<file path="src/rtl/uart_pkg.sv">
// -----------------------------------------------------------------------------
// uart_pkg
// Shared types and helpers for the parametrised UART transmitter.
//   parity_e     : parity mode encoding (none / odd / even)
//   tx_state_e   : transmitter FSM states
//   clks_per_bit : integer clock-cycles-per-bit from clock and baud rates
// No ports (package).
// -----------------------------------------------------------------------------
package uart_pkg;

    typedef enum logic [1:0] {
        PAR_NONE = 2'd0,
        PAR_ODD  = 2'd1,
        PAR_EVEN = 2'd2
    } parity_e;

    typedef enum logic [2:0] {
        IDLE,
        START,
        DATA,
        PAR,
        STOP
    } tx_state_e;

    function automatic int clks_per_bit(input int clk_freq, input int baud);
        return clk_freq / baud;
    endfunction

endpackage

</file>
<file path="src/rtl/uart_tx_fifo.sv">
// -----------------------------------------------------------------------------
// uart_tx_fifo
// Synchronous single-clock FIFO feeding the transmitter FSM.
// Ports:
//   clk     in   system clock
//   rst     in   asynchronous active-high reset (empties the FIFO)
//   i_push  in   write i_din (ignored when full)
//   i_pop   in   drop the head entry (ignored when empty)
//   i_din   in   WIDTH-bit write data
//   o_dout  out  head entry, valid whenever o_empty is low
//   o_full  out  DEPTH entries stored
//   o_empty out  no entries stored
// DEPTH must be a power of two so the pointers wrap naturally.
// -----------------------------------------------------------------------------
module uart_tx_fifo
    import uart_pkg::*;
#(
    parameter int DEPTH = 16,
    parameter int WIDTH = 8
) (
    input  logic             clk,
    input  logic             rst,
    input  logic             i_push,
    input  logic             i_pop,
    input  logic [WIDTH-1:0] i_din,
    output logic [WIDTH-1:0] o_dout,
    output logic             o_full,
    output logic             o_empty
);

    localparam int AW = $clog2(DEPTH);
    localparam int CW = AW + 1;
    localparam logic [CW-1:0] FULL_CNT = CW'(DEPTH);

    logic [WIDTH-1:0] r_mem [DEPTH];
    logic [AW-1:0]    r_wr_ptr;
    logic [AW-1:0]    r_rd_ptr;
    logic [CW-1:0]    r_count;
    logic             w_push;
    logic             w_pop;

    assign o_full  = (r_count == FULL_CNT);
    assign o_empty = (r_count == '0);
    assign o_dout  = r_mem[r_rd_ptr];

    assign w_push = i_push && !o_full;
    assign w_pop  = i_pop  && !o_empty;

    // NOTE: storage is deliberately left out of reset; only the pointers and
    // count define what is valid, and an unreset array maps onto plain RAM.
    always_ff @(posedge clk) begin
        if (w_push) begin
            r_mem[r_wr_ptr] <= i_din;
        end
    end

    always_ff @(posedge clk or posedge rst) begin
        if (rst) begin
            r_wr_ptr <= '0;
            r_rd_ptr <= '0;
            r_count  <= '0;
        end else begin
            if (w_push) begin
                r_wr_ptr <= r_wr_ptr + 1'b1;
            end
            if (w_pop) begin
                r_rd_ptr <= r_rd_ptr + 1'b1;
            end
            // Simultaneous push and pop leaves the count unchanged.
            case ({w_push, w_pop})
                2'b10:   r_count <= r_count + 1'b1;
                2'b01:   r_count <= r_count - 1'b1;
                default: r_count <= r_count;
            endcase
        end
    end

endmodule

</file>
<file path="src/rtl/uart_tx_param.sv">
// -----------------------------------------------------------------------------
// uart_tx_param
// Parametrised UART transmitter: configurable data width, parity and stop
// bits, valid/ready input handshake. The baud counter restarts with every
// frame so the start bit is exactly CLKS_PER_BIT cycles wide.
// Ports:
//   clk      in   system clock
//   rst      in   asynchronous active-high reset
//   s_valid  in   producer has a word on s_data
//   s_ready  out  word on s_data is taken on this edge when s_valid is high
//   s_data   in   DATA_BITS payload, sent LSB first
//   tx       out  serial line, idle high
//   busy     out  high while a frame is on the line
// Build option: define UART_TX_FIFO_EN to place a FIFO_DEPTH-entry FIFO
// between s_* and the FSM (s_ready then means "FIFO not full").
// -----------------------------------------------------------------------------
module uart_tx_param
    import uart_pkg::*;
#(
    parameter int CLK_FREQ   = 50000000,
    parameter int BAUD_RATE  = 9600,
    parameter int DATA_BITS  = 8,
    parameter int PARITY     = 0,
    parameter int STOP_BITS  = 1,
    parameter int FIFO_DEPTH = 16
) (
    input  logic                 clk,
    input  logic                 rst,
    input  logic                 s_valid,
    output logic                 s_ready,
    input  logic [DATA_BITS-1:0] s_data,
    output logic                 tx,
    output logic                 busy
);

    localparam int CPB = clks_per_bit(CLK_FREQ, BAUD_RATE);
    localparam int CW  = $clog2(CPB);
    localparam int BW  = $clog2(DATA_BITS + 1);

    localparam logic [CW-1:0] BAUD_LAST = CW'(CPB - 1);
    localparam logic [CW-1:0] BAUD_PRE  = CW'(CPB - 2);
    localparam logic [BW-1:0] DATA_LAST = BW'(DATA_BITS - 1);
    localparam logic [BW-1:0] STOP_LAST = BW'(STOP_BITS - 1);

    // ---------------------------------------------------------------- checks
    generate
        if (DATA_BITS < 5 || DATA_BITS > 9) begin : g_bad_data_bits
            $error("uart_tx_param: DATA_BITS must be in 5..9");
        end
        if (PARITY < 0 || PARITY > 2) begin : g_bad_parity
            $error("uart_tx_param: PARITY must be 0, 1 or 2");
        end
        if (STOP_BITS < 1 || STOP_BITS > 2) begin : g_bad_stop_bits
            $error("uart_tx_param: STOP_BITS must be 1 or 2");
        end
        if (CPB < 4) begin : g_bad_cpb
            $error("uart_tx_param: CLK_FREQ/BAUD_RATE must be at least 4");
        end
        if (FIFO_DEPTH < 2 || (FIFO_DEPTH & (FIFO_DEPTH - 1)) != 0) begin : g_bad_depth
            $error("uart_tx_param: FIFO_DEPTH must be a power of 2 >= 2");
        end
    endgenerate

    // ----------------------------------------------------------- signals
    tx_state_e            r_state;
    logic [CW-1:0]        r_baud;
    logic [BW-1:0]        r_bit_idx;
    logic [DATA_BITS-1:0] r_shreg;
    logic                 r_par;
    logic                 r_tx;
    logic                 r_busy;
    logic                 r_rdy;       // FSM can take a word on this edge

    logic                 w_src_valid;
    logic [DATA_BITS-1:0] w_src_data;
    logic                 w_take;
    logic                 w_bit_end;
    logic                 w_par_in;

    // --------------------------------------------------------- input path
`ifdef UART_TX_FIFO_EN
    logic w_full;
    logic w_empty;
    logic r_live;                      // holds s_ready low while in reset

    always_ff @(posedge clk or posedge rst) begin
        if (rst) begin
            r_live <= 1'b0;
        end else begin
            r_live <= 1'b1;
        end
    end

    uart_tx_fifo #(
        .DEPTH (FIFO_DEPTH),
        .WIDTH (DATA_BITS)
    ) u_fifo (
        .clk     (clk),
        .rst     (rst),
        .i_push  (s_valid && s_ready),
        .i_pop   (w_take),
        .i_din   (s_data),
        .o_dout  (w_src_data),
        .o_full  (w_full),
        .o_empty (w_empty)
    );

    assign s_ready     = r_live && !w_full;
    assign w_src_valid = !w_empty;
`else
    assign s_ready     = r_rdy;
    assign w_src_valid = s_valid;
    assign w_src_data  = s_data;
`endif

    // r_rdy is only ever high in IDLE or in the final cycle of the last
    // stop bit, so a take always starts a fresh frame.
    assign w_take    = w_src_valid && r_rdy;
    assign w_bit_end = (r_baud == BAUD_LAST);
    assign w_par_in  = (PARITY == int'(PAR_EVEN)) ? ^w_src_data : ~^w_src_data;

    assign tx   = r_tx;
    assign busy = r_busy;

    // ----------------------------------------------------------------- FSM
    // NOTE: every register here is updated with <= so all next-state terms
    // see the values from before this edge, independent of statement order.
    always_ff @(posedge clk or posedge rst) begin
        if (rst) begin
            r_state   <= IDLE;
            r_baud    <= '0;
            r_bit_idx <= '0;
            r_shreg   <= '0;
            r_par     <= 1'b0;
            r_tx      <= 1'b1;
            r_busy    <= 1'b0;
            r_rdy     <= 1'b0;
        end else if (w_take) begin
            // Capture and drive the start bit on the same edge so a
            // back-to-back frame follows the last stop cycle with no gap.
            r_state   <= START;
            r_shreg   <= w_src_data;
            r_par     <= w_par_in;
            r_baud    <= '0;
            r_bit_idx <= '0;
            r_tx      <= 1'b0;
            r_busy    <= 1'b1;
            r_rdy     <= 1'b0;
        end else begin
            case (r_state)
                IDLE: begin
                    r_tx   <= 1'b1;
                    r_busy <= 1'b0;
                    r_rdy  <= 1'b1;
                end

                START: begin
                    if (w_bit_end) begin
                        r_baud  <= '0;
                        r_tx    <= r_shreg[0];
                        r_state <= DATA;
                    end else begin
                        r_baud <= r_baud + 1'b1;
                    end
                end

                DATA: begin
                    if (w_bit_end) begin
                        r_baud <= '0;
                        if (r_bit_idx == DATA_LAST) begin
                            r_bit_idx <= '0;
                            if (PARITY != int'(PAR_NONE)) begin
                                r_state <= PAR;
                                r_tx    <= r_par;
                            end else begin
                                r_state <= STOP;
                                r_tx    <= 1'b1;
                            end
                        end else begin
                            // Next bit is shreg[1]; drive it alongside the shift.
                            r_bit_idx <= r_bit_idx + 1'b1;
                            r_shreg   <= r_shreg >> 1;
                            r_tx      <= r_shreg[1];
                        end
                    end else begin
                        r_baud <= r_baud + 1'b1;
                    end
                end

                PAR: begin
                    if (w_bit_end) begin
                        r_baud  <= '0;
                        r_state <= STOP;
                        r_tx    <= 1'b1;
                    end else begin
                        r_baud <= r_baud + 1'b1;
                    end
                end

                STOP: begin
                    r_tx <= 1'b1;
                    if (w_bit_end && r_bit_idx == STOP_LAST) begin
                        r_state   <= IDLE;
                        r_baud    <= '0;
                        r_bit_idx <= '0;
                        r_busy    <= 1'b0;
                        r_rdy     <= 1'b1;
                    end else if (w_bit_end) begin
                        r_baud    <= '0;
                        r_bit_idx <= r_bit_idx + 1'b1;
                    end else begin
                        r_baud <= r_baud + 1'b1;
                        // Open the back-to-back slot for the final stop cycle.
                        r_rdy  <= (r_bit_idx == STOP_LAST) && (r_baud == BAUD_PRE);
                    end
                end

                default: begin
                    r_state <= IDLE;
                end
            endcase
        end
    end

endmodule
</file>
<file path="config.mk">
export PLATFORM = sky130hd
export DESIGN_NAME = uart_tx_param
export DESIGN_NICKNAME = d
export VERILOG_FILES = /design/src/rtl/uart_pkg.sv /design/src/rtl/uart_tx_fifo.sv /design/src/rtl/uart_tx_param.sv
export SDC_FILE = /design/constraint.sdc
export NUM_CORES = 1
export LEC_CHECK = 0
export CORE_MARGIN = 4
export CORE_UTILIZATION = 55
export DETAILED_ROUTE_END_ITERATION = 12
export PLACE_DENSITY_LB_ADDON = 0.08
export SLEW_MARGIN = 20
export SYNTH_ARGS = -nofsm -noshare
export SYNTH_HDL_FRONTEND = slang
export SYNTH_SLANG_ARGS = --single-unit
</file>
<file path="constraint.sdc">
create_clock -name clk -period 4.1 [get_ports clk]
set_input_delay 1.23 -clock clk [delete_from_list [all_inputs] [get_ports clk]]
set_output_delay 1.23 -clock clk [all_outputs]
set_load 0.03 [all_outputs]
</file>
After elaboration in Yosys (flattened, before gate mapping) --
Cells that the tools add are included.
Word-level totals: logic and storage cells 78, input port bits 11, output and inout port bits 3, register bits 31
Operators by class: add/subtract/negate cells 2, multiplexer cells 34, eq/ne operators 16, reduce and logical (&&, ||, !) cells 19
Operators by type and width (count):
- $mux 13 | 3
- $mux 8 | 4
- $eq 13x13->1 const B | 2
- $pmux 13 s2 | 1
- $mux 4 | 5
- $mux 3 | 6
- $ne 3x3->1 const B | 5
- $pmux 3 s5 | 1
- $add 13x1->13 const B | 1
- $mux 1 | 10
- $reduce_bool 3->1 | 3
- $ne 4x4->1 const B | 2
- $pmux 4 s2 | 1
- $eq 3x2->1 const B | 2
- $reduce_and 3->1 | 2
- $reduce_and 6->1 | 1
- $reduce_bool 5->1 | 1
- $add 4x1->4 const B | 1
- $eq 4x3->1 const B | 1
- $logic_not 4->1 | 1
- $ne 2x2->1 const B | 2
- $pmux 1 s2 | 2
- $pmux 1 s4 | 1
- $reduce_and 2->1 | 2
- other kinds (8) | 11

Longest topological paths before layout --
depth after elaboration 6, gate-level depth with buffers 7, depth with buffers taken out 6

Worst setup path before layout --
No wires, ideal clock.
path kind in2reg, from input port s_valid, to register r_bit_idx[3], buffers on the path 1, stages on the path 4, setup time 0.110 ns, arrival 2.096 ns, required time 3.990 ns, slack 1.894 ns, cell sequence nand2_1 clkbuf_1 o221ai_2 o41ai_1
On the way: word-level cells in the longest chain between the ends 3, elaborated cells between the ends (all ways) 6, those cells by class 2 x eq/ne; 1 x mux; 3 x reduce/logical
Ends and longest elaborated chain:
- from (decl) | RTL line uart_tx_param.sv:29 | input logic s_valid,
- $logic_and 1x1->1 * | RTL line uart_tx_param.sv:118 | assign w_take = w_src_valid && r_rdy;
- $ne 4x4->1 (no source line) (tied with other cells)
- $reduce_and 3->1 (no source line)
- to (signal assigned) | RTL line uart_tx_param.sv:181 | r_bit_idx <= r_bit_idx + 1'b1;
- to (signal assigned) | RTL line uart_tx_param.sv:210 | r_bit_idx <= r_bit_idx + 1'b1;
- to (decl) | RTL line uart_tx_param.sv:67 | logic [BW-1:0] r_bit_idx;
Every way passes the cells marked *; elsewhere a longest branch is shown, timed or not. A chain may end at the register's enable or synchronous reset.

Worst setup path in the final report --
from register r_tx (netlist: tx), to output port tx
RTL lines:
- from (decl) | RTL line uart_tx_param.sv:70 | logic r_tx;
- from (signal assigned) | RTL line uart_tx_param.sv:160 | r_tx <= r_shreg[0];
- from (signal assigned) | RTL line uart_tx_param.sv:174 | r_tx <= r_par;
- from (signal assigned) | RTL line uart_tx_param.sv:183 | r_tx <= r_shreg[1];
- to (decl) | RTL line uart_tx_param.sv:32 | output logic tx,
No word-level cell between the ends.

==> impl_metrics.py <==
metrics = {
    "synth": {
        "most_repeated_cell_in_the_gate_level_netlist_after_synthesis": "sky130_fd_sc_hd__dfrtp_1",
        "synth.distinct_cells": 49,
        "synth_commonest_cells": "sky130_fd_sc_hd__dfrtp_1, sky130_fd_sc_hd__nand2_1, sky130_fd_sc_hd__nor2_1, sky130_fd_sc_hd__nand3_1",
        "synth_area_leader_cell": "sky130_fd_sc_hd__dfrtp_1",
        "synth-seq-cells": 31,
        "synth-edff-count": 0,
        "ys_seq_area_frac": 0.436,
        "yosys_most_used_dff": "sky130_fd_sc_hd__dfrtp_1",
        "net_count_after_synthesis": 198,
        "synthesis.area_per_instance_um2": 9.74,
        "post-synth-top-area-fraction": 0.421,
        "synth.top_cells.by_area": "sky130_fd_sc_hd__dfrtp_1, sky130_fd_sc_hd__nand2_1, sky130_fd_sc_hd__mux2i_1",
        "synth-warning-count": 0,
        "syn_area_um2": 1780,
        "synth_cells": 183,
        "synth-async-reset-ratio": 1.00,
    },
    "setup_path": {
        "worst-endpoint-required_ns": 2.87,
        "critical_path_class": "flop to primary output",
        "crit_slowest_cell": "sky130_fd_sc_hd__clkdlybuf4s50_1",
        "timing.critical_path.cells": "clkdlybuf4s50_1",
        "cp_bufs_invs": 1,
        "critPathMaxFanout": 2,
        "worstSetupEndpointType": "primary output",
        "critical_path.max_stage_delay_ns": 0.66,
        "startpoint_type": "flop",
        "timing.critical_path.max_delay_family": "buffers and inverters",
        "cp_data_arrival_time_ns": 1.54,
    },
    "final_layout": {
        "final_cell_count_no_fill": 241,
        "fillerInstances": 273,
        "final_layout_size_suffix_gt1_frac": 0.0964,
        "syn2layout_area_growth_pct": 12.1,
        "fin_nets": 211,
        "antenna_cells": 0,
        "postLayoutCoreUtil": 0.649,
    },
    "timing": {
        "setup_repair_after_global_routing_missed_its_margin": "no",
        "setup_total_negative_slack_ns": 0,
        "setup_viol": 0,
        "finalHoldViolations": 0,
        "max-slew-margin-rel": 0.530,
        "worst_hold_slack_ns": 0.514,
        "period_share": 0.674,
        "worst-slew-pin-transition_ns": 0.705,
        "report.final.slew_viol_count": 0,
        "clock-skew-final_ns": 0.0140,
        "max_freq_mhz": 362,
        "final.min_clock_period_ns": 2.77,
    },
    "place": {
        "io_buffer_count": 13,
        "post-place-cells": 233,
        "routabilityCongestion": 0.818,
        "place_hpwl_um": 2680,
    },
    "grt": {
        "grt_start_max_net_pins": 32,
        "grt_first_pass_wirelength_um": 6560,
        "initial_antenna_violation_count": 0,
        "grtUsageTotal": 0.201,
        "number_of_global_route_vias_before_repair": 1415,
        "grt-ovfl-total": 0,
    },
    "routing": {
        "detail_route.vias_per_cell": 5.81,
        "ant_nets": 0,
        "detailroute.via_count": 1400,
        "detail_route.wl_per_cell_um": 15.2,
        "drt-pass1-iter-count": 4,
        "drt_drc_violations_left": 0,
        "totalWireLength_um": 3660,
        "detailedRoute.firstIterationViolations": 183,
    },
    "min_path": {
        "min_path_type": "flop to flop",
    },
    "clock_tree": {
        "clock_insertion_delay_worst_skew_ns": 0.34,
        "cts_post_setup_buffers_inserted": 0,
        "cts-hold-fix-buffers": 0,
        "cts.repair.resized": 0,
        "ctsHtreeMaxLevel": 2,
        "clock_slew_at_reported_path_ffs_ns": 0.10,
        "cts_tree": "built",
        "cts_buffers": 5,
        "clock_tree.root_cell": "sky130_fd_sc_hd__clkbuf_4",
        "clock_sink_count": 31,
        "clock_tree.buffer_depth": 2,
    },
    "floorplanning": {
        "fp-row-count": 20,
        "design.core.area_um2": 3080,
        "die_h_um": 64.9,
        "fp.dieArea_um2": 4210,
        "die_x_um": 64.9,
        "initial_core_util": 0.579,
        "io_pins": 14,
    },
    "power": {
        "power.leakage_nw": 0.843,
        "ir_drop_v": 0.000284,
        "finalPower_uw": 861,
        "power_density_nw_per_um2": 431,
    },
    "status": {
        "outcome": "completed",
    },
    "job": {
        "timing.max_cap.violations": 0,
    },
}
==> placed cells by master (no fill, tap or decap), types with 3 or more instances in the layout <==
master	synthesis	routed
sky130_fd_sc_hd__dfrtp_1	30	30
sky130_fd_sc_hd__nand2_1	24	24
sky130_fd_sc_hd__clkdlybuf4s50_1	0	13
sky130_fd_sc_hd__nor2_1	12	12
sky130_fd_sc_hd__nand3_1	8	8
sky130_fd_sc_hd__inv_1	7	7
sky130_fd_sc_hd__xnor2_1	7	7
sky130_fd_sc_hd__mux2i_1	7	7
sky130_fd_sc_hd__o21ai_1	7	7
sky130_fd_sc_hd__nand4_1	6	6
sky130_fd_sc_hd__o21ai_0	6	6
sky130_fd_sc_hd__o31ai_1	6	6
sky130_fd_sc_hd__nor3_1	5	5
sky130_fd_sc_hd__clkbuf_4	0	5
sky130_fd_sc_hd__a31oi_1	4	4
sky130_fd_sc_hd__ha_1	4	4
sky130_fd_sc_hd__a21oi_1	3	3
==> through the flow <==
step / instance area, um2 / worst slack [ns]
final: 2000 / 1.33
after global routing: 2000 / 1.29
after CTS: 2000 / 1.32
after detailed placement: 1930 / 1.05
after global placement: 1930 / 1.14
after floorplan: 1780 / 1.89
==> layout make-up <==
| class | instances | area (um2) | area share |
|---|---|---|---|
| flip-flops and latches | 31 | 777 | 0.389 |
| well taps | 44 | 55.1 | 0.0276 |
| repair buffers | 14 | 138 | 0.0689 |
| clock buffers | 8 | 68.8 | 0.0344 |
| inverters | 7 | 26.3 | 0.0131 |
| multi-input cells | 137 | 933 | 0.467 |
==> path summary, 6_finish.rpt <==
path / cells after the start / slack [ns] / endpoint / from
max in group asynchronous: 3 / 2.52 / tx / rst
min in group asynchronous: 3 / 1.26 / r_shreg[7] / rst
setup / recovery: 1 / 1.33 / tx / tx
setup reg to reg: 6 / 2.08 / r_shreg[4] / r_bit_idx[0]
hold / removal: 2 / 0.51 / busy / busy
hold reg to reg: 2 / 0.51 / busy / busy
==> layer usage <==
metal / vias to the layer above / wire, um / global-route usage
li1: 693 / - / -
met1: 676 / 1610 / 0.251
met2: 24 / 1850 / 0.331
met3: 7 / 153 / 0.0555
met4: 0 / 56 / 0.0765
met5: - / 0 / 0
==> power breakdown <==
part	total, mW	internal (mW)	leakage, nW	switching [mW]
registers	0.443	0.381	0.397	0.0623
clock network	0.204	0.101	0.0386	0.103
logic	0.213	0.102	0.407	0.111
total	0.861	0.584	0.843	0.277
==> cell families (layout without fill, tap and decap cells) <==
group	after synthesis	count (layout)	synth area share
XOR/XNOR	9	9	0.0442
multiplexers	7	7	0.0393
flip-flops	31	31	0.436
AO/OA/AOI/OAI	38	38	0.152
adder cells (fa/ha/maj)	4	4	0.0281
buffers and inverters	15	29	0.0400
AND/OR/NAND/NOR	79	79	0.261
==> state kept, by name, summed over array words and instances, names as in the netlist <==
name and flops:
r_bit_idx 4, r_shreg 8, s_ready 1, r_state 3, busy 1, tx 1
r_baud 13
No activity file was read; power rests on OpenSTA's default activity.
